<file path="src/rtl/nor_eval_pipe.sv">
// Two-stage valid/ready pipeline that evaluates one of four bitwise two-level NOR
// networks on x, y, z, and counts results delivered to the sink.
module nor_eval_pipe #(
  parameter int WIDTH = 8,
  parameter int CNT_W = 8
) (
  input  logic             clk,
  input  logic             rst_n,
  input  logic             in_valid,
  output logic             in_ready,
  input  logic [1:0]       mode,
  input  logic [WIDTH-1:0] x,
  input  logic [WIDTH-1:0] y,
  input  logic [WIDTH-1:0] z,
  output logic             out_valid,
  input  logic             out_ready,
  output logic [WIDTH-1:0] result,
  output logic [1:0]       res_mode,
  output logic [CNT_W-1:0] res_cnt
);

  typedef enum logic [1:0] {
    FN_XY_Z = 2'd0,  // (x|y) & ~z
    FN_YZ_X = 2'd1,  // (y|z) & ~x
    FN_XZ_Y = 2'd2,  // (x|z) & ~y
    FN_NOR3 = 2'd3   // ~(x|y|z)
  } fn_e;

  logic             s1_v, s2_v;
  logic [WIDTH-1:0] s1_inner, s1_outer;
  fn_e              s1_fn;
  logic             en1, en2;
  logic [WIDTH-1:0] inner_d, outer_d, result_d;
  fn_e              fn_d;

  assign en2       = !s2_v || out_ready;
  assign en1       = !s1_v || en2;
  assign in_ready  = en1;
  assign out_valid = s2_v;
  assign fn_d      = fn_e'(mode);

  // Inner NOR over two operands; the third operand is carried to stage 2.
  always_comb begin
    // NOTE: every always_comb output gets a default first so no path can infer a latch.
    inner_d = ~(x | y);
    outer_d = z;
    unique case (fn_d)
      FN_YZ_X: begin inner_d = ~(y | z); outer_d = x; end
      FN_XZ_Y: begin inner_d = ~(x | z); outer_d = y; end
      default: ;
    endcase
  end

  // NOR3 folds the outer operand in as an AND with its complement.
  always_comb begin
    result_d = ~(s1_inner | s1_outer);
    if (s1_fn == FN_NOR3) result_d = s1_inner & ~s1_outer;
  end

  always_ff @(posedge clk or negedge rst_n) begin
    // NOTE: datapath registers are reset as well, because result must read zero out of reset.
    if (!rst_n) begin
      s1_v     <= 1'b0;
      s1_inner <= '0;
      s1_outer <= '0;
      s1_fn    <= FN_XY_Z;
    end else if (en1) begin
      // NOTE: sequential state uses non-blocking assignments so all stages update from pre-edge values.
      s1_v <= in_valid;
      if (in_valid) begin
        s1_inner <= inner_d;
        s1_outer <= outer_d;
        s1_fn    <= fn_d;
      end
    end
  end

  always_ff @(posedge clk or negedge rst_n) begin
    if (!rst_n) begin
      s2_v     <= 1'b0;
      result   <= '0;
      res_mode <= 2'd0;
    end else if (en2) begin
      s2_v <= s1_v;
      if (s1_v) begin
        result   <= result_d;
        res_mode <= s1_fn;
      end
    end
  end

  always_ff @(posedge clk or negedge rst_n) begin
    if (!rst_n)                res_cnt <= '0;
    else if (s2_v && out_ready) res_cnt <= res_cnt + CNT_W'(1);
  end

endmodule

</file>
<file path="config.mk">
export PLATFORM = sky130hd
export DESIGN_NAME = nor_eval_pipe
export DESIGN_NICKNAME = d
export VERILOG_FILES = /design/src/rtl/nor_eval_pipe.sv
export SDC_FILE = /design/constraint.sdc
export NUM_CORES = 1
export LEC_CHECK = 0
export CORE_MARGIN = 5
export CORE_UTILIZATION = 30
export CTS_BUF_LIST = sky130_fd_sc_hd__clkbuf_4
export DETAILED_ROUTE_END_ITERATION = 8
export GPL_TIMING_DRIVEN = 0
export MAX_ROUTING_LAYER = met4
export PLACE_DENSITY = 0.55
export SETUP_SLACK_MARGIN = 0.2
export SLEW_MARGIN = 20
export SYNTH_ARGS = -nofsm -noshare
export SYNTH_HDL_FRONTEND = slang
export SYNTH_SLANG_ARGS = --single-unit
</file>
<file path="constraint.sdc">
create_clock -name clk -period 1.35 [get_ports clk]
set_input_delay 0.135 -clock clk [delete_from_list [all_inputs] [get_ports clk]]
set_output_delay 0.135 -clock clk [all_outputs]
set_load 0.02 [all_outputs]
</file>
Word-level counts from Yosys, hierarchy flattened
Cells that the tools add are included.

storage, ports and cells
  output and inout bits = 20
  input port bits = 30
  logic and storage cells = 32
  register bits = 38

operators by class
  bitwise logic cells = 10
  reduce and logical (&&, ||, !) cells = 7
  $add $sub $neg = 1
  multiplexer cells = 3
  equal/unequal tests = 3

operators with widths
  operator             count
  $not 8->8            5
  $or 8x8->8           4
  $pmux 8 s2           2
  $add 8x1->8 const B  1
  $and 8x8->8          1
  $mux 8               1
  $eq 2x2->1 const B   2
  $reduce_and 2->1     2
  $eq 2x1->1 const B   1
  $logic_not 1->1      2
  $logic_or 1x1->1     2
  $logic_and 1x1->1    1

Depth between registers and ports, before layout
  depth in word-level cells = 4
  mapped depth = 6
  gate-level depth less buffers = 5

Least setup slack after synthesis
No wires, ideal clock.

  path type = register to register
  start = register s2_v (netlist: out_valid)
  end = register res_mode[0]
  setup slack = -143 ps
  setup time = 125 ps
  cell stages (with the launch flop) = 6
  arrival = 1368 ps
  clock period less this slack = 1493 ps
  data required time = 1225 ps
  path through = dfrtp_1 > nor2b_1 > buf_6 > nand2b_1 > buf_6 > mux2_4

between the ends
  longest elaborated chain between the ends = 3

ends and longest elaborated chain
  item                               RTL line  RTL
  from (decl)                        29        logic s1_v, s2_v;
  from (signal assigned)             84        s2_v <= s1_v;
  $logic_not 1->1                    36        assign en2 = !s2_v || out_ready;
  $logic_or 1x1->1                   36
  $reduce_and 2->1 (no source line)  n/a
  to (signal assigned)               87        res_mode <= s1_fn;
  to (decl)                          18        output logic [1:0] res_mode,

Every way passes these cells.
A chain may end at the register's enable or synchronous reset.

Worst setup path in the final report
Ends and elaborated chain as after synthesis.

==> metrics.txt <==
largest net degree at the start of global routing=25; clock root cell=clkbuf_4; final slew viol count=0; 1st-iter DRT viols=58; gr usage total=0.1238; P&R area growth vs syn=44.22%; maximum clock path buffer count=2; first-pass GRT wire length=8390 um; GP Congestion=0.7637; WHS Endpoint=s1_fn[0]$_DFFE_PN0P_; Worst Reg2Reg Path Length in Cells=5; worst r2r src=out_valid$_DFFE_PN0P_; Congestion Overflow GR=0; Netlist cell types=29; CTS H-Tree Depth=2; DIE HEIGHT=92.81 um; Final ANT Viol Nets=0; combinational share of power=0.415; CTS tree=built; # nets final=316; P_sw=1.311 mW; Least-Margin Pin Slew=0.4221 ns; via count=1703; DRC=0; clock sink count=38; Mapped Nets=241; Synth area leader=dfrtp_1; Final min period=1.359 ns; Die Wd=92.81 um; Initial Util=0.3061; TritonCTS buffer count=5; register area share after synthesis=0.4623; switching share of power=0.3532; YS warnings=0; vias per cell=4.704; Crit path buffers/inverters=2; Crit Path Category=flip-flop to flip-flop; final setup margin=-0.008933 ns; unrepaired setup endpoints after global routing=yes; CP Capture Type=flip-flop; status=finished, violations left; Worst Setup SP=out_valid$_DFFE_PN0P_; Critical Path Start Type=flip-flop; Crit path largest cell delay=0.45 ns; initial antenna violation count=0; Power Density=1251 nW/um^2; Finished Layout Cells=362; fmax=735.9 MHz; antenna diode count=0; crit path cell chain=nor2b_4 > buf_6 > nand2b_4 > buf_8 > mux2_4; Final Hold Fails=0; failing checks=setup timing; sequential share of power=0.426; Max FO, Critical Path=10; share of the synthesized area in the top cell type=0.4623; ratio of cells with drive above 1 in the final layout=0.3085; Final Power=3.712 mW; Worst-path clk slew=0.12 ns; FILL cells=639; row cnt=30; Max-Cap Viols=0; Crit-path slowest cell=dfrtp_2; Worst slew margin=0.7179; hold path depth=2; dominant cells by area after synthesis=dfrtp_1 46%, o21ai_0 5.6%, xnor2_1 5.5%; crit path DAT=1.60 ns; RR Endpoint=res_mode[0]$_DFFE_PN0P_; CP top delay family=flip-flops; P_leak=1.311 nW; flops & latches, synth=38; Layout Skew=0.01150 ns; Port Buffer Count=49; synthesized netlist cell count=206; WP data required=1.59 ns; core area=6719 um^2; DRT Pass-1 Iters=4; Post-Syn Area=2057 um^2; flop-to-flop setup slack=-0.009 ns; Die ar.=8613 um^2; number of global-route vias before repair=1741; # IOs=50; Int Pwr=2.401 mW; Hold Slack=0.1103 ns; crit share post-route=1.007; clock latency on the worst-skew pair=0.34 ns; Mean Syn Cell Area=9.985 um^2; wire per inst=13.93 um; final setup fails=1; DRT Wirelength=5044 um; Post-DP HPWL=3743 um; Hold Crit Start=mode[0]; Post-Place Cells=336; Hold Crit Class=input pin to flip-flop; clock share of power=0.159; Worst VDD drop=0.0004055 V
## registers in the layout (all words and copies together) (netlist names)
register   cells
s1_fn          2
out_valid      1
s1_outer       8
s1_inner       8
result         8
res_mode       2
res_cnt        8
s1_v           1
## how the worst max path moves through the flow
stage / cells past startpoint / slack, ns / to
detailed placement: 6 / -0.70 / s1_outer[0]$_DFFE_PN0P_
finish: 5 / -0.009 / res_mode[0]$_DFFE_PN0P_
CTS: 5 / -0.02 / res_mode[0]$_DFFE_PN0P_
global route: 5 / -0.04 / res_mode[0]$_DFFE_PN0P_
global placement: 1 / -0.89 / out_valid$_DFFE_PN0P_
floorplan: 5 / -0.04 / res_mode[0]$_DFFE_PN0P_
## layout make-up
| type | count | area, um^2 | area share |
|---|---|---|---|
| sequential | 38 | 954.7 | 0.3218 |
| multi-input combinational | 154 | 1136 | 0.3830 |
| timing repair buffer | 69 | 613.1 | 0.2067 |
| tap | 80 | 100.1 | 0.03374 |
| buffer | 10 | 95.09 | 0.03205 |
| inverter | 3 | 13.76 | 0.004639 |
| clock inverter | 2 | 8.758 | 0.002952 |
| clock buffer | 6 | 45.04 | 0.01518 |
## worst reg2reg max path, cell delays in order (launching register included)
cell and delay, ns:
dfrtp_2 0.45, nor2b_4 0.13, buf_6 0.11, nand2b_4 0.13, buf_8 0.13, mux2_4 0.29
## cells in the mapped netlist, drive strengths merged
cell    count
dfrtp      38
o21ai      23
nand2      22
nor2b      16
nor2       15
mux2       13
xnor2      13
a21oi       8
a22oi       8
a31oi       8
o31ai       8
clkbuf      7
ha          5
buf         4
inv         3
nand2b      2
xor2        2
and2        1
and3        1
and4        1
nand3       1
nand3b      1
nand4       1
nor3        1
nor3b       1
o21bai      1
or2         1
or4b        1
## cells in the final DEF (no fill, tap or decap), drive strengths merged, types with 2 or more instances in the layout
master,n
a21oi,8
a22oi,8
a31oi,8
buf,45
clkbuf,11
clkdlybuf4s15,2
clkdlybuf4s50,25
clkinv,2
dfrtp,38
ha,5
inv,3
mux2,13
nand2,22
nand2b,2
nor2,15
nor2b,16
o21ai,23
o31ai,8
xnor2,13
xor2,2
## routing by layer
metal / up-vias / global-route usage / part of all wire
met2: 42 / 0.1962 / 0.48
li1: 873 / - / -
met4: 0 / 0.04029 / 0.015
met5: - / - / 0
met1: 781 / 0.1619 / 0.46
met3: 7 / 0.02031 / 0.046
## cell families after synthesis
group | share of synthesized area
AOI/OAI and AO/OA | 0.1618
xor gates and xnor gates | 0.06387
and+or+nand+nor | 0.1630
muxes | 0.07847
DFF | 0.4623
adders and majority gates | 0.03041
buffers and inverters | 0.04015
## power by group through the flow
stage / Combinational [mW] / Sequential [mW] / Clock, mW
2_1_floorplan: 0.593 / 1.85 / 0
3_3_place_gp: 1.43 / 1.66 / 0
3_5_place_dp: 1.45 / 1.67 / 0
4_1_cts: 1.58 / 1.59 / 0.607
5_1_grt: 1.68 / 1.63 / 0.657
6_report: 1.54 / 1.58 / 0.590
## per-stage QoR
step / util / worst slack (ns) / cell area (um^2) / TNS (ns)
global placement: 0.4024 / -0.8876 / 2704 / -41.04
detailed placement: 0.4058 / -0.6988 / 2726 / -12.48
global route: 0.4415 / -0.04280 / 2967 / -0.2988
CTS: 0.4372 / -0.01639 / 2938 / -0.01940
floorplan: - / -0.04024 / 2113 / -0.1261
finish: 0.4415 / -0.008933 / 2967 / -0.008933
## timing repair
| item | CTS | global route |
|---|---|---|
| pin swaps | 0 | 2 |
| resized for setup | 92 | 22 |
| endpoints found under the hold margin | 14 | 0 |
| setup buffers | 13 | 4 |
| hold buffers | 1 | 0 |
| setup endpoints to repair | 48 | 45 |
| cloned | 0 | 1 |
Power figures use the tool's default switching activity.
